[src/rtl/ifetch_stage.sv]
// ifetch_stage: instruction-fetch stage with a small {pc, instr} queue to decode.
// The IMEM read is combinational: the word for imem_pc is sampled in the same cycle.
// Optional feature macro: IFETCH_MISALIGN_TRAP_EN
//   defined   -> a misaligned fetch PC pushes one flagged NOP entry and then halts fetch
//   undefined -> redirect targets are word-aligned on load; no id_misalign port
module ifetch_stage #(
  parameter logic [31:0] RESET_PC = 32'h0000_0000,
  parameter int          FQ_DEPTH = 2
) (
  input  logic        clk,
  input  logic        rst_n,
  output logic [31:0] imem_pc,
  input  logic [31:0] imem_instr,
  input  logic        redirect_valid,
  input  logic [31:0] redirect_pc,
  output logic        id_valid,
  input  logic        id_ready,
  output logic [31:0] id_instr,
  output logic [31:0] id_pc,
  output logic [31:0] id_pc_plus4
`ifdef IFETCH_MISALIGN_TRAP_EN
  ,
  output logic        id_misalign
`endif
);

  localparam int          PTR_W = (FQ_DEPTH > 1) ? $clog2(FQ_DEPTH) : 1;
  localparam int          CNT_W = PTR_W + 1;
  localparam logic [31:0] NOP   = 32'h0000_0013;

  // Fetch PC and queue bookkeeping
  logic [31:0]      pc_q, pc_d;
  logic [PTR_W-1:0] rd_ptr_q, rd_ptr_d;
  logic [PTR_W-1:0] wr_ptr_q, wr_ptr_d;
  logic [CNT_W-1:0] count_q, count_d;

  // Queue storage
  logic [31:0] fq_pc_q    [FQ_DEPTH];
  logic [31:0] fq_instr_q [FQ_DEPTH];

  logic        full;
  logic        pop;
  logic        push;
  logic [31:0] push_instr;

`ifdef IFETCH_MISALIGN_TRAP_EN
  logic halted_q, halted_d;
  logic misaligned;
  logic fq_mis_q [FQ_DEPTH];

  assign misaligned = (pc_q[1:0] != 2'b00);
  assign push_instr = misaligned ? NOP : imem_instr;
`else
  assign push_instr = imem_instr;
`endif

  assign full = (count_q == CNT_W'(FQ_DEPTH));
  assign pop  = id_valid & id_ready;
`ifdef IFETCH_MISALIGN_TRAP_EN
  assign push = ~redirect_valid & (~full | pop) & ~halted_q;
`else
  assign push = ~redirect_valid & (~full | pop);
`endif

  // Next-state logic for fetch PC, pointers, occupancy (and halt flag)
  always_comb begin
    // NOTE: every variable gets a default first so no path leaves it unassigned (no latch).
    pc_d     = pc_q;
    rd_ptr_d = rd_ptr_q;
    wr_ptr_d = wr_ptr_q;
    count_d  = count_q;
`ifdef IFETCH_MISALIGN_TRAP_EN
    halted_d = halted_q;
`endif
    if (redirect_valid) begin
      // Flush wins over any same-cycle pop; the target is fetched next cycle.
      rd_ptr_d = '0;
      wr_ptr_d = '0;
      count_d  = '0;
`ifdef IFETCH_MISALIGN_TRAP_EN
      pc_d     = redirect_pc;
      halted_d = 1'b0;
`else
      pc_d     = redirect_pc & ~32'h0000_0003;
`endif
    end else begin
      if (push) begin
        wr_ptr_d = wr_ptr_q + PTR_W'(1);
`ifdef IFETCH_MISALIGN_TRAP_EN
        if (misaligned) halted_d = 1'b1;
        else            pc_d     = pc_q + 32'd4;
`else
        pc_d = pc_q + 32'd4;
`endif
      end
      if (pop) rd_ptr_d = rd_ptr_q + PTR_W'(1);
      case ({push, pop})
        2'b10:   count_d = count_q + CNT_W'(1);
        2'b01:   count_d = count_q - CNT_W'(1);
        default: count_d = count_q;
      endcase
    end
  end

  // Control state registers with synchronous active-low reset
  always_ff @(posedge clk) begin
    // NOTE: sequential state uses non-blocking assignments so all registers update together.
    if (!rst_n) begin
      pc_q     <= RESET_PC;
      rd_ptr_q <= '0;
      wr_ptr_q <= '0;
      count_q  <= '0;
`ifdef IFETCH_MISALIGN_TRAP_EN
      halted_q <= 1'b0;
`endif
    end else begin
      pc_q     <= pc_d;
      rd_ptr_q <= rd_ptr_d;
      wr_ptr_q <= wr_ptr_d;
      count_q  <= count_d;
`ifdef IFETCH_MISALIGN_TRAP_EN
      halted_q <= halted_d;
`endif
    end
  end

  // Queue storage write on push
  always_ff @(posedge clk) begin
    // NOTE: storage is not reset; count_q alone decides which entries are meaningful.
    if (push) begin
      fq_pc_q[wr_ptr_q]    <= pc_q;
      fq_instr_q[wr_ptr_q] <= push_instr;
`ifdef IFETCH_MISALIGN_TRAP_EN
      fq_mis_q[wr_ptr_q]   <= misaligned;
`endif
    end
  end

  // Decode-facing outputs come only from registered queue state
  assign imem_pc     = pc_q;
  assign id_valid    = (count_q != '0);
  assign id_instr    = id_valid ? fq_instr_q[rd_ptr_q] : NOP;
  assign id_pc       = id_valid ? fq_pc_q[rd_ptr_q] : 32'h0000_0000;
  assign id_pc_plus4 = id_pc + 32'd4;
`ifdef IFETCH_MISALIGN_TRAP_EN
  assign id_misalign = id_valid & fq_mis_q[rd_ptr_q];
`endif

endmodule

[config.mk]
export PLATFORM = sky130hd
export DESIGN_NAME = ifetch_stage
export DESIGN_NICKNAME = d
export VERILOG_FILES = /design/src/rtl/ifetch_stage.sv
export SDC_FILE = /design/constraint.sdc
export NUM_CORES = 1
export LEC_CHECK = 0
export CAP_MARGIN = 30
export CORE_MARGIN = 2
export CORE_UTILIZATION = 30
export DETAILED_ROUTE_END_ITERATION = 8
export PLACE_DENSITY_LB_ADDON = 0.08
export SYNTH_ARGS = -nofsm -noshare
export SYNTH_HDL_FRONTEND = slang
export SYNTH_SLANG_ARGS = --single-unit
[constraint.sdc]
create_clock -name clk -period 8.9 [get_ports clk]
set_input_delay 1.335 -clock clk [delete_from_list [all_inputs] [get_ports clk]]
set_output_delay 1.335 -clock clk [all_outputs]
set_load 0.005 [all_outputs]
==> impl_summary.log <==
INFO  metric final_critical_path_required_period = 5.27 ns
INFO  metric synth-xor-area-share = 7.18%
INFO  metric synth_compound_gate_area_share = 5.11%
INFO  metric initial_core_util = 30.6%
INFO  metric synth.area.top_cells = sky130_fd_sc_hd__edfxtp_1 50%, sky130_fd_sc_hd__dfxtp_1 9.4%, sky130_fd_sc_hd__mux2i_1 8.5%
INFO  metric grt_resource_usage_total = 14.2%
INFO  metric cp.arrival = 3.93 ns
INFO  metric clock_tree.root_cell = sky130_fd_sc_hd__clkbuf_16
INFO  metric post_drt_wl_per_cell = 16.5 µm
INFO  metric synth-main-ff-cell = sky130_fd_sc_hd__edfxtp_1
INFO  metric place.detailed.hpwl = 12.8 mm
INFO  metric critical_path_peak_fanout = 45
INFO  metric post-route-period-util = 59.2%
INFO  metric setup-tns-final = 0 ns
INFO  metric pin_count = 197
INFO  metric worst_skew_pair.late_latency = 0.41 ns
INFO  metric outcome = finished, final reports clean
INFO  metric critical_path.top_delay_family = buffers and inverters
INFO  metric synthArstFlopShare = 0%
INFO  metric drt_iter0_markers = 327
INFO  metric finalClockSkew = 0.00980 ns
INFO  metric number_of_global_route_vias_before_repair = 5205
INFO  metric synth.ff_latch_count = 159
INFO  metric port_buffers = 188
INFO  metric synth_top_cell_area_share = 50.0%
INFO  metric setup_violations = 0
INFO  metric synth.yosys.seq_area_share = 59.5%
INFO  metric max-vdd-ir-drop = 0.000116 V
INFO  metric hold_class = register to register
INFO  metric drt-total-wl = 18.4 mm
INFO  metric synth.distinct_cells = 52
INFO  metric relSlewSlack = 41.2%
INFO  metric cp.required = 7.57 ns
INFO  metric worst-r2r-setup-slack = 5.97 ns
INFO  metric fin_ws = 3.63 ns
INFO  metric tritoncts.num_buffers = 17
INFO  metric path_cells = buf_4 > mux2i_1 > a211oi_4 > nand4_2 > nor4_2 > xor2_1 > clkdlybuf4s50_1
INFO  metric core_area = 0.0243 mm²
INFO  metric slowest_delay = 0.68 ns
INFO  metric dieHeight = 161 µm
INFO  metric grt_max_degree = 63
INFO  metric grt_antenna_before_repair = 0
INFO  metric maxClockFrequency = 190 MHz
INFO  metric htree_num_levels = 4
INFO  metric place.gp.congestion = 0.824
INFO  metric tightestPinTransition = 0.881 ns
INFO  metric synth_adder_area_share = 0.504%
INFO  metric synth.area.mux_share = 8.93%
INFO  metric setup_repair_after_global_routing_missed_its_margin = false
INFO  metric pre_cts_ws = 3.91 ns
INFO  metric leakage = 3.28 nW
INFO  metric finish.utilization = 41.7%
INFO  metric die_outline_area = 0.0261 mm²
INFO  metric worstSetupStartpointType = register
INFO  metric rows = 57
INFO  metric timing.critical_path.slowest_stage_cell = sky130_fd_sc_hd__dfxtp_4
INFO  metric postRouteAntennaNets = 0
INFO  metric synth_enable_flop_cells = 124
INFO  metric synth.yosys.warnings = 0
INFO  metric final_layout_size_suffix_gt1_share = 8.05%
INFO  metric cts-resized-gates = 0
INFO  metric antenna_cells_inserted = 0
INFO  metric worst_hold_slack = 0.519 ns
INFO  metric drv_cap = 0
INFO  metric final-hold-violation-count = 0
INFO  metric endpoint_kind = primary output
INFO  metric cts.path.max_buffers = 2
INFO  metric via_count = 5159
INFO  metric cts_tree = yes
INFO  metric clock-sinks = 159
INFO  metric grt_first_pass_wirelength = 28.5 mm
INFO  metric num-nets-final = 853
INFO  metric postCtsSetupRepairBufs = 0
INFO  metric synth_area_leader_cell = sky130_fd_sc_hd__edfxtp_1
INFO  metric synth_simple_gate_area_share = 15.1%
INFO  metric fill_cells = 2335
INFO  metric firstDrtPassIters = 4
INFO  metric critical_path_buf_inv_count = 2
INFO  metric drt_drc_violations_left = 0
INFO  metric synth_top_family_by_area = simple AND/OR/NAND/NOR gates
INFO  metric drt-vias-per-instance = 4.61
INFO  metric crit_path_kind = register to primary output
INFO  metric area.growth.synth_to_final = 36.3%
INFO  metric synthCells = 600
INFO  metric holdBufCountCts = 0
INFO  metric report.final.slew_viol_count = 0
INFO  metric horiz_die_dim = 161 µm
INFO  metric netlist_area = 0.00744 mm²
INFO  metric clk_transition_reported_paths = 0.06 ns
INFO  metric synth.avg_cell_area = 12.4 µm²
INFO  metric power_density = 176 mW/mm²
INFO  metric globalRoute.totalOverflow = 0
[worst reg2reg max path, cell delays in order (launching register included)]
cell,delay [ns]
sky130_fd_sc_hd__dfxtp_1,0.38
sky130_fd_sc_hd__nor2_4,0.60
sky130_fd_sc_hd__clkinv_1,0.65
sky130_fd_sc_hd__and2_1,0.38
sky130_fd_sc_hd__ha_1,0.34
sky130_fd_sc_hd__or3_1,0.36
sky130_fd_sc_hd__a21oi_1,0.14
[worst paths after layout]
check	from	end	depth (start not counted)
hold reg to reg	rd_ptr_q	rd_ptr_q	2
hold / removal	rd_ptr_q	rd_ptr_q	2
setup reg to reg	count_q[0]	count_q[1]	6
setup / recovery	register	id_pc_plus4[31]	7
[registers in the layout (all words and copies together) (netlist names), named ones only]
| signal | cells |
|---|---|
| fq_instr_q | 64 |
| fq_pc_q | 60 |
| imem_pc | 30 |
| count_q | 2 |
| rd_ptr_q | 1 |
| wr_ptr_q | 1 |
[cell usage in the layout (no fill, tap or decap), types with 3 or more instances in the layout]
cell                              count
sky130_fd_sc_hd__clkinv_1             3
sky130_fd_sc_hd__and2_1               3
sky130_fd_sc_hd__a211oi_4             3
sky130_fd_sc_hd__nand3b_4             3
sky130_fd_sc_hd__conb_1               6
sky130_fd_sc_hd__buf_4                4
sky130_fd_sc_hd__nand4_1             12
sky130_fd_sc_hd__nand2_1             30
sky130_fd_sc_hd__nor4_1              14
sky130_fd_sc_hd__dfxtp_1             34
sky130_fd_sc_hd__clkdlybuf4s50_1    188
sky130_fd_sc_hd__edfxtp_1           124
sky130_fd_sc_hd__inv_6                3
sky130_fd_sc_hd__nand3_1             19
sky130_fd_sc_hd__nand3b_1             4
sky130_fd_sc_hd__clkbuf_16           17
sky130_fd_sc_hd__xor2_1              20
sky130_fd_sc_hd__mux2_2               3
sky130_fd_sc_hd__nor2_1              77
sky130_fd_sc_hd__nor3_1              15
sky130_fd_sc_hd__clkinvlp_4           4
sky130_fd_sc_hd__a211oi_1             5
sky130_fd_sc_hd__xnor2_1             41
sky130_fd_sc_hd__nor4_2               4
sky130_fd_sc_hd__ha_1                 3
sky130_fd_sc_hd__a21oi_1             25
sky130_fd_sc_hd__inv_1               11
sky130_fd_sc_hd__o21ai_0             21
sky130_fd_sc_hd__mux2i_1             63
[cell usage after synthesis (4+ instances only)]
cell type and instances:
sky130_fd_sc_hd__nand3_1 19, sky130_fd_sc_hd__xor2_1 20, sky130_fd_sc_hd__edfxtp_1 124, sky130_fd_sc_hd__nor3_1 15, sky130_fd_sc_hd__nor4_1 14, sky130_fd_sc_hd__clkbuf_1 7
sky130_fd_sc_hd__inv_1 11, sky130_fd_sc_hd__nor4_2 4, sky130_fd_sc_hd__mux2i_1 63, sky130_fd_sc_hd__o21ai_0 21, sky130_fd_sc_hd__nand2_1 30, sky130_fd_sc_hd__buf_6 5
sky130_fd_sc_hd__buf_2 12, sky130_fd_sc_hd__dfxtp_1 35, sky130_fd_sc_hd__nor2_1 78, sky130_fd_sc_hd__xnor2_1 41, sky130_fd_sc_hd__a21oi_1 25, sky130_fd_sc_hd__buf_4 6
sky130_fd_sc_hd__a211oi_1 5, sky130_fd_sc_hd__nand3b_1 4, sky130_fd_sc_hd__nand4_1 12
[final cells by class]
cell class                      count  area (µm²)  share of cell area [%]
Clock buffer                       19         433                    4.27
Timing Repair Buffer              192        1910                    18.9
Tap cell                          324         405                    4.00
Sequential cell                   159        4430                    43.7
Inverter                           14        52.6                   0.518
Multi-Input combinational cell    398        2770                    27.3
Clock inverter                     13         139                    1.37
[power by group]
group | internal [W] | switching (W)
Sequential | 0.000845 | 0.0000317
Combinational | 0.000112 | 0.0000948
Clock | 0.000414 | 0.000289
Total | 0.00137 | 0.000416
[logic make-up after synthesis]
group           Yosys count
xor+xnor                 61
flops                   159
fa+ha+maj                 3
compound gates           58
buf+inv                  48
other cells               1
mux                      66
simple gates            204
[metrics by stage]
step	instance area (µm²)	total power [W]	std cells
after floorplan	7460	0.000979	605
after global placement	9570	0.00110	1087
after detailed placement	9570	0.00110	1087
after CTS	10100	0.00181	1119
after global routing	10100	0.00186	1119
final	10100	0.00179	1119
[routing by layer]
metal  up-vias  GRT usage, %  part of all wire [%]
li1       2529             -                     -
met2       152          23.1                    47
met1      2466          18.9                    47
met4         0          3.57                  0.91
met3        12          3.57                   5.0
met5         -             0                     0
Power figures use the tool's default switching activity.
